### src/rtl/temp_bcd_formatter.sv
// Serial binary-to-BCD converter (double dabble) for an 8-bit temperature.
// It presents hundreds/tens/ones digits with optional leading-zero blanking and a unit tag.
module temp_bcd_formatter #(
  parameter int BLANK_LEADING = 1
) (
  input  logic       clk,
  input  logic       rst_n,
  input  logic       start,
  input  logic [7:0] bin_in,
  input  logic       unit_in,
  output logic       ready,
  output logic       done,
  output logic [3:0] hundreds,
  output logic [3:0] tens,
  output logic [3:0] ones,
  output logic       unit_out
);

  // Handshake: start is accepted only on an edge where ready=1 (state IDLE).
  // done is a one-cycle pulse. The digit outputs and unit_out are valid from that
  // pulse onward and hold until the next pulse.
  typedef enum logic [1:0] {
    IDLE  = 2'd0,
    SHIFT = 2'd1,
    DONE  = 2'd2
  } state_e;

  state_e      state_q, state_d;
  logic [19:0] dd_q, dd_d;
  logic [2:0]  cnt_q, cnt_d;
  logic        unit_cap_q, unit_cap_d;
  logic        ready_q, ready_d;
  logic        done_q, done_d;
  logic [3:0]  hundreds_q, hundreds_d;
  logic [3:0]  tens_q, tens_d;
  logic [3:0]  ones_q, ones_d;
  logic        unit_out_q, unit_out_d;

  logic [3:0]  bcd_h, bcd_t, bcd_o;
  logic        blank_h, blank_t;

  // Each step adds 3 to every BCD nibble that is >= 5, then shifts {bcd, bin} left by one.
  function automatic logic [19:0] dabble(input logic [19:0] v);
    logic [19:0] t;
    t = v;
    for (int i = 0; i < 3; i++) begin
      if (t[8 + 4*i +: 4] >= 4'd5) t[8 + 4*i +: 4] = t[8 + 4*i +: 4] + 4'd3;
    end
    return {t[18:0], 1'b0};
  endfunction

  always_comb begin
    bcd_h   = dd_q[19:16];
    bcd_t   = dd_q[15:12];
    bcd_o   = dd_q[11:8];
    blank_h = (BLANK_LEADING != 0) && (bcd_h == 4'd0);
    blank_t = blank_h && (bcd_t == 4'd0);
  end

  always_comb begin
    state_d    = state_q;
    dd_d       = dd_q;
    cnt_d      = cnt_q;
    unit_cap_d = unit_cap_q;
    ready_d    = ready_q;
    done_d     = 1'b0;
    hundreds_d = hundreds_q;
    tens_d     = tens_q;
    ones_d     = ones_q;
    unit_out_d = unit_out_q;
    case (state_q)
      IDLE: begin
        if (start) begin
          dd_d       = {12'd0, bin_in};
          cnt_d      = 3'd0;
          unit_cap_d = unit_in;
          ready_d    = 1'b0;
          state_d    = SHIFT;
        end
      end
      SHIFT: begin
        dd_d  = dabble(dd_q);
        cnt_d = cnt_q + 3'd1;
        if (cnt_q == 3'd7) state_d = DONE;
      end
      DONE: begin
        hundreds_d = blank_h ? 4'hF : bcd_h;
        tens_d     = blank_t ? 4'hF : bcd_t;
        ones_d     = bcd_o;
        unit_out_d = unit_cap_q;
        done_d     = 1'b1;
        ready_d    = 1'b1;
        state_d    = IDLE;
      end
      default: begin
        ready_d = 1'b1;
        state_d = IDLE;
      end
    endcase
  end

  always_ff @(posedge clk) begin
    if (!rst_n) begin
      state_q    <= IDLE;
      dd_q       <= 20'd0;
      cnt_q      <= 3'd0;
      unit_cap_q <= 1'b0;
      ready_q    <= 1'b1;
      done_q     <= 1'b0;
      hundreds_q <= 4'd0;
      tens_q     <= 4'd0;
      ones_q     <= 4'd0;
      unit_out_q <= 1'b0;
    end else begin
      state_q    <= state_d;
      dd_q       <= dd_d;
      cnt_q      <= cnt_d;
      unit_cap_q <= unit_cap_d;
      ready_q    <= ready_d;
      done_q     <= done_d;
      hundreds_q <= hundreds_d;
      tens_q     <= tens_d;
      ones_q     <= ones_d;
      unit_out_q <= unit_out_d;
    end
  end

  assign ready    = ready_q;
  assign done     = done_q;
  assign hundreds = hundreds_q;
  assign tens     = tens_q;
  assign ones     = ones_q;
  assign unit_out = unit_out_q;

endmodule

### config.mk
export PLATFORM = sky130hd
export DESIGN_NAME = temp_bcd_formatter
export DESIGN_NICKNAME = d
export VERILOG_FILES = /design/src/rtl/temp_bcd_formatter.sv
export SDC_FILE = /design/constraint.sdc
export NUM_CORES = 1
export LEC_CHECK = 0
export ABC_AREA = 1
export ABC_CLOCK_PERIOD_IN_PS = 1170
export CAP_MARGIN = 15
export CORE_MARGIN = 10
export CORE_UTILIZATION = 48
export DETAILED_ROUTE_END_ITERATION = 10
export GPL_TIMING_DRIVEN = 0
export PLACE_DENSITY = 0.77
export SLEW_MARGIN = 10
export SYNTH_ARGS = -nofsm -noshare
export SYNTH_HDL_FRONTEND = slang
export SYNTH_SLANG_ARGS = --single-unit
### constraint.sdc
create_clock -name clk -period 1.17 [get_ports clk]
set_input_delay 0.234 -clock clk [delete_from_list [all_inputs] [get_ports clk]]
set_output_delay 0.234 -clock clk [all_outputs]
set_load 0.02 [all_outputs]
## Word level (Yosys, flattened, before mapping)

Index checks and enable logic that the tools add are counted.

| word-level totals | value |
|---|---|
| word-level logic and storage cells | 47 |
| bits in registers | 41 |
| input bits | 12 |
| output and inout bits | 15 |

| cells by class | value |
|---|---|
| add/subtract/negate cells | 4 |
| muxes and demuxes | 15 |
| eq/ne operators | 5 |
| bitwise gates (word level) | 1 |
| reductions and logical operators | 9 |
| $lt $le $gt $ge | 3 |

Operators with widths:

| kind | count |
|---|---|
| one-hot mux 20 bit (2 select lines) | 1 |
| 2-to-1 mux 20 bit | 1 |
| 2-to-1 mux 4 bit | 4 |
| >= comparator 4 x 3 -> 1 bit, second input constant | 3 |
| adder 4 x 2 -> 4 bit, second input constant | 2 |
| logical NOT 4 bit | 2 |
| AND reduction 2 bit | 4 |
| 2-to-1 mux 3 bit | 2 |
| one-hot mux 3 bit (2 select lines) | 1 |
| 2-to-1 mux 2 bit | 2 |
| inequality test 2 bit, second input constant | 2 |
| one-hot mux 2 bit (2 select lines) | 1 |
| adder 3 x 1 -> 3 bit, second input constant | 1 |
| adder 3 x 2 -> 3 bit, second input constant | 1 |
| equality test 3 bit, second input constant | 1 |
| equality test 2 x 1 -> 1 bit, second input constant | 1 |
| equality test 2 bit, second input constant | 1 |
| logical NOT 2 bit | 1 |
| 2-to-1 mux 1 bit | 2 |
| one-hot mux 1 bit (2 select lines) | 1 |
| nonzero test 2 bit | 1 |
| logical AND 1 bit | 1 |
| inverter 1 bit | 1 |

## Logic depth before layout (Yosys ltp)

| logic depth | value |
|---|---|
| depth in word-level cells | 3 |
| mapped depth | 9 |
| mapped depth without buffers | 9 |

## Worst setup path before layout

OpenSTA, ideal clock, no wires.

| timing | value |
|---|---|
| kind | register to register |
| from | register dd_q[8] |
| to | register dd_q[12] |
| required time | 1.106 ns |
| cell stages (with the launch flop) | 10 |
| period minus slack after synthesis | 1.179 ns |
| arrival time | 1.115 ns |
| path buffers | 0 |
| setup time | 0.064 ns |
| setup slack | -0.009 ns |
| cells stage by stage | dfxtp_1 > inv_1 > ha_1 > inv_1 > nand2_1 > nand3_1 > nand2_1 > nor2_1 > nor2_1 > nor2_1 |

| between the ends | value |
|---|---|
| cells in the longest elaborated chain, start to end | 3 |
| elaborated cells on any way between the ends | 4 |
| classes of those cells | add/sub: 1; order compare: 1; mux: 2 |

Ends and longest elaborated chain:

| item | line | text |
|---|---|---|
| start: declaration | 29 | `logic [19:0] dd_q, dd_d;` |
| start signal: assignment | 105 | `dd_q <= 20'd0;` |
| start signal: assignment | 116 | `dd_q <= dd_d;` |
| adder 4 x 2 -> 4 bit / >= comparator 4 x 3 -> 1 bit (equally long branches) | 47 | `if (t[8 + 4*i +: 4] >= 4'd5) t[8 + 4*i +: 4] = t[8 + 4*i +: 4] + 4'd3;` |
| 2-to-1 mux 4 bit (*) | 47 |  |
| one-hot mux 20 bit (2 select lines) (*) | 71 | `case (state_q)` |

Every way passes the cells marked *; elsewhere a longest branch is shown, timed or not.
A chain may end at the register's enable or synchronous reset.

## Worst setup path after layout

| timing | value |
|---|---|
| from | register dd_q[9] |
| to | register dd_q[11] |

The elaborated chain is that of the path after synthesis.

==> summary.txt <==
=================================================================================
Clock latency reported for the late side of the worst-skew pair           0.30 ns
Worst hold path type                                                 input port to flop
Max capacitance violation total                                                 0
Relative max-transition margin                                              80.7%
Status                                                                  completed
Initial Util                                                                50.1%
IO Count                                                                       27
Highest routing layer actually used                                          met4
Count of different cell masters after synthesis                                24
Area Overhead vs Synth                                                      36.1%
Number of optimization iterations in the first detailed-route pass              4
Total setup violations reported at the end of the flow                          0
Worst hold start                                                            rst_n
Synthesis-stage register bit count                                             41
Via count of the first global-routing pass                                   1602
Post-synthesis cell count                                                     238
TritonCTS buffer count                                                          5
Chip Height                                                               82.3 um
Worst Clk Skew                                                         0.00823 ns
GRT Total Usage                                                             13.8%
Num rows                                                                       22
Count of final hold-check violations                                            0
Number of port buffers                                                         26
Largest fanout of any net on the critical path                                  4
Commonest cells after routing, fill and taps aside                   sky130_fd_sc_hd__nand2_1, sky130_fd_sc_hd__dfxtp_1, sky130_fd_sc_hd__o21ai_0, sky130_fd_sc_hd__nor2_1, sky130_fd_sc_hd__a21oi_1
Synthesized area                                                        1860 um^2
Post-route minimum period                                                 1.14 ns
CTS H-Tree Depth                                                                2
Final total power                                                         2.74 mW
Worst setup path startpoint                                               dd_q[9]
Iteration-0 DRC count of the detailed router                                  123
Worst hold slack                                                         0.330 ns
Share of the clock period used by the worst path                            97.6%
Global-route wire length before repair                                    7380 um
Met3 Wirelength                                                            371 um
Slew at the pin with the worst max-slew slack                            0.289 ns
Critical Path Slowest Stage Cell                                     sky130_fd_sc_hd__dfxtp_2
Antenna Nets Post-Route                                                         0
Core area                                                               3720 um^2
Areal power density over the cells                                   1080 nW/um^2
CTS tree                                                                    built
RSZ-0062 raised after global routing                                         true
Largest voltage drop on the vdd net                                      0.596 mV
Worst-case clock buffer depth                                                   2
Lkg Pwr                                                                   1.12 nW
DRC violations left                                                             0
Reg clk slew, reported paths                                              0.08 ns
Detailed placement HPWL                                                   3110 um
Yosys warnings                                                                  0
Clock tree root driver cell                                          sky130_fd_sc_hd__clkbuf_8
Post-detailed-routing wire length                                         5160 um
Remaining Overflow, GRT                                                         0
CP Class                                                             flop to flop
Fmax                                                                      876 MHz
Cell-by-cell trace of the critical path                              inv_4, ha_4, inv_2, nand2_4, buf_4, o211ai_1, a21oi_1
Post-DR wirelength/cell                                                   15.5 um
DR WL met2                                                                2610 um
Non-filler cells, final                                                       334
CP max stage delay                                                        0.37 ns
Syn_nets                                                                      259
Total number of clock tree sinks                                               41
Final Net Count                                                               306
Final max-slew violation count                                                  0
Routability Congestion                                                      0.877
Nature of the critical path endpoint                                         flop
Placed cells                                                                  312
Via count normalized by instance count                                       5.43
Mean area per synthesized cell                                          7.83 um^2
Most common cell after layout, fill and taps aside                   sky130_fd_sc_hd__nand2_1
Proportion of layout cells with a drive suffix above 1                      32.2%
Horizontal die dimension                                                  82.3 um
Via count                                                                    1815
Sum of routed wire segments on met1                                       2130 um
Beginning of the worst register-to-register path                          dd_q[9]
Die ar.                                                                 6770 um^2
Number of antenna violations at the first check in global routing               0
Ant diodes                                                                      0
CP Data Arrival Time                                                      1.33 ns
Required time of the worst setup path                                     1.36 ns
Kind of start point of the critical path                                     flop
Sequential fraction of the synthesis area                                   44.1%
Pin count of the biggest net entering global routing                           13
=================================================================================
-- area by class of cell --
type                       count  area (um^2)
inverter                      21         98.8
clock inverter                 1         5.00
tap                           48         60.1
sequential                    41          837
timing repair buffer          41          338
fill                         315         1180
clock buffer                   7         96.3
multi-input combinational    166         1010
buffer                         9         87.6
-- sequential cells by signal, summed over array words and instances (netlist names), 2 cells and up --
signal / flops
cnt_q: 3
hundreds: 4
dd_q: 20
tens: 4
state_q: 2
ones: 4
-- Yosys cell counts --
cell type	instances	share of area, %
sky130_fd_sc_hd__nor3_1	1	0.27
sky130_fd_sc_hd__nand3_1	13	3.5
sky130_fd_sc_hd__nor2_1	19	3.8
sky130_fd_sc_hd__nand2_1	52	10
sky130_fd_sc_hd__inv_2	2	0.40
sky130_fd_sc_hd__o21ai_0	24	6.4
sky130_fd_sc_hd__buf_4	1	0.40
sky130_fd_sc_hd__a21oi_2	2	0.94
sky130_fd_sc_hd__buf_6	4	2.4
sky130_fd_sc_hd__a31oi_1	15	5.0
sky130_fd_sc_hd__nand2_4	3	1.8
sky130_fd_sc_hd__inv_4	1	0.34
sky130_fd_sc_hd__nand4_1	7	2.4
sky130_fd_sc_hd__o21ai_2	1	0.47
sky130_fd_sc_hd__buf_8	1	0.81
sky130_fd_sc_hd__clkbuf_1	2	0.40
sky130_fd_sc_hd__clkinv_1	1	0.20
sky130_fd_sc_hd__ha_1	9	6.0
sky130_fd_sc_hd__inv_1	17	3.4
sky130_fd_sc_hd__o211ai_1	1	0.40
sky130_fd_sc_hd__nor2_4	1	0.60
sky130_fd_sc_hd__buf_2	2	0.54
sky130_fd_sc_hd__a21oi_1	18	4.8
sky130_fd_sc_hd__dfxtp_1	41	44
-- worst paths after layout --
path / endpoint / slack (ns) / depth (start not counted)
setup reg to reg: dd_q[11] / 0.03 / 7
setup / recovery: dd_q[11] / 0.03 / 7
hold reg to reg: cnt_q[0] / 0.46 / 1
hold / removal: tens[0] / 0.33 / 3
-- repair_timing --
item,CTS,global route
gates resized for setup,57,60
setup endpoints to repair,46,48
cloned,0,1
endpoints found under the hold margin,0,0
hold buffers,0,0
setup buffers,2,12
pin swaps,2,14
-- critical path: cells and delay by family (launching register included) --
family                     cells  cell delay (ns)
AOI/OAI and AO/OA              2             0.18
and+or+nand+nor                1             0.06
buffers and inverters          3             0.26
adders and majority gates      1             0.16
DFF                            1             0.37
-- through the flow --
step                      worst slack [ns]  setup TNS (ns)  util [%]  cell area (um^2)
final                               0.0279               0      68.2              2540
after global routing               -0.0658          -0.302      68.2              2540
after CTS                          -0.0951           -1.31      63.3              2350
after detailed placement            -0.424          -12.91      58.9              2190
after global placement              -0.409          -12.36      58.9              2190
after floorplan                     0.0119               0         -              1870
-- report_power, final --
group / switching, mW / internal (mW)
Combinational: 0.148 / 0.115
Sequential: 0.0265 / 1.43
Clock: 0.489 / 0.533
-- cell families (layout without fill, tap and decap cells) --
kind of cell               count (synthesis)  after routing  share of synthesized area (%)
and+or+nand+nor                           96             96                           22.8
AOI/OAI and AO/OA                         61             61                           18.1
DFF                                       41             41                           44.1
buffers and inverters                     31             79                           8.93
adders and majority gates                  9              9                           6.04
-- routing by layer --
layer	global-route usage, %	up-vias
met2	23.8	60
li1	-	896
met1	15.6	852
met3	4.86	7
met4	4.42	0
met5	0	-
Note: power is estimated with default switching activity, not from simulation.
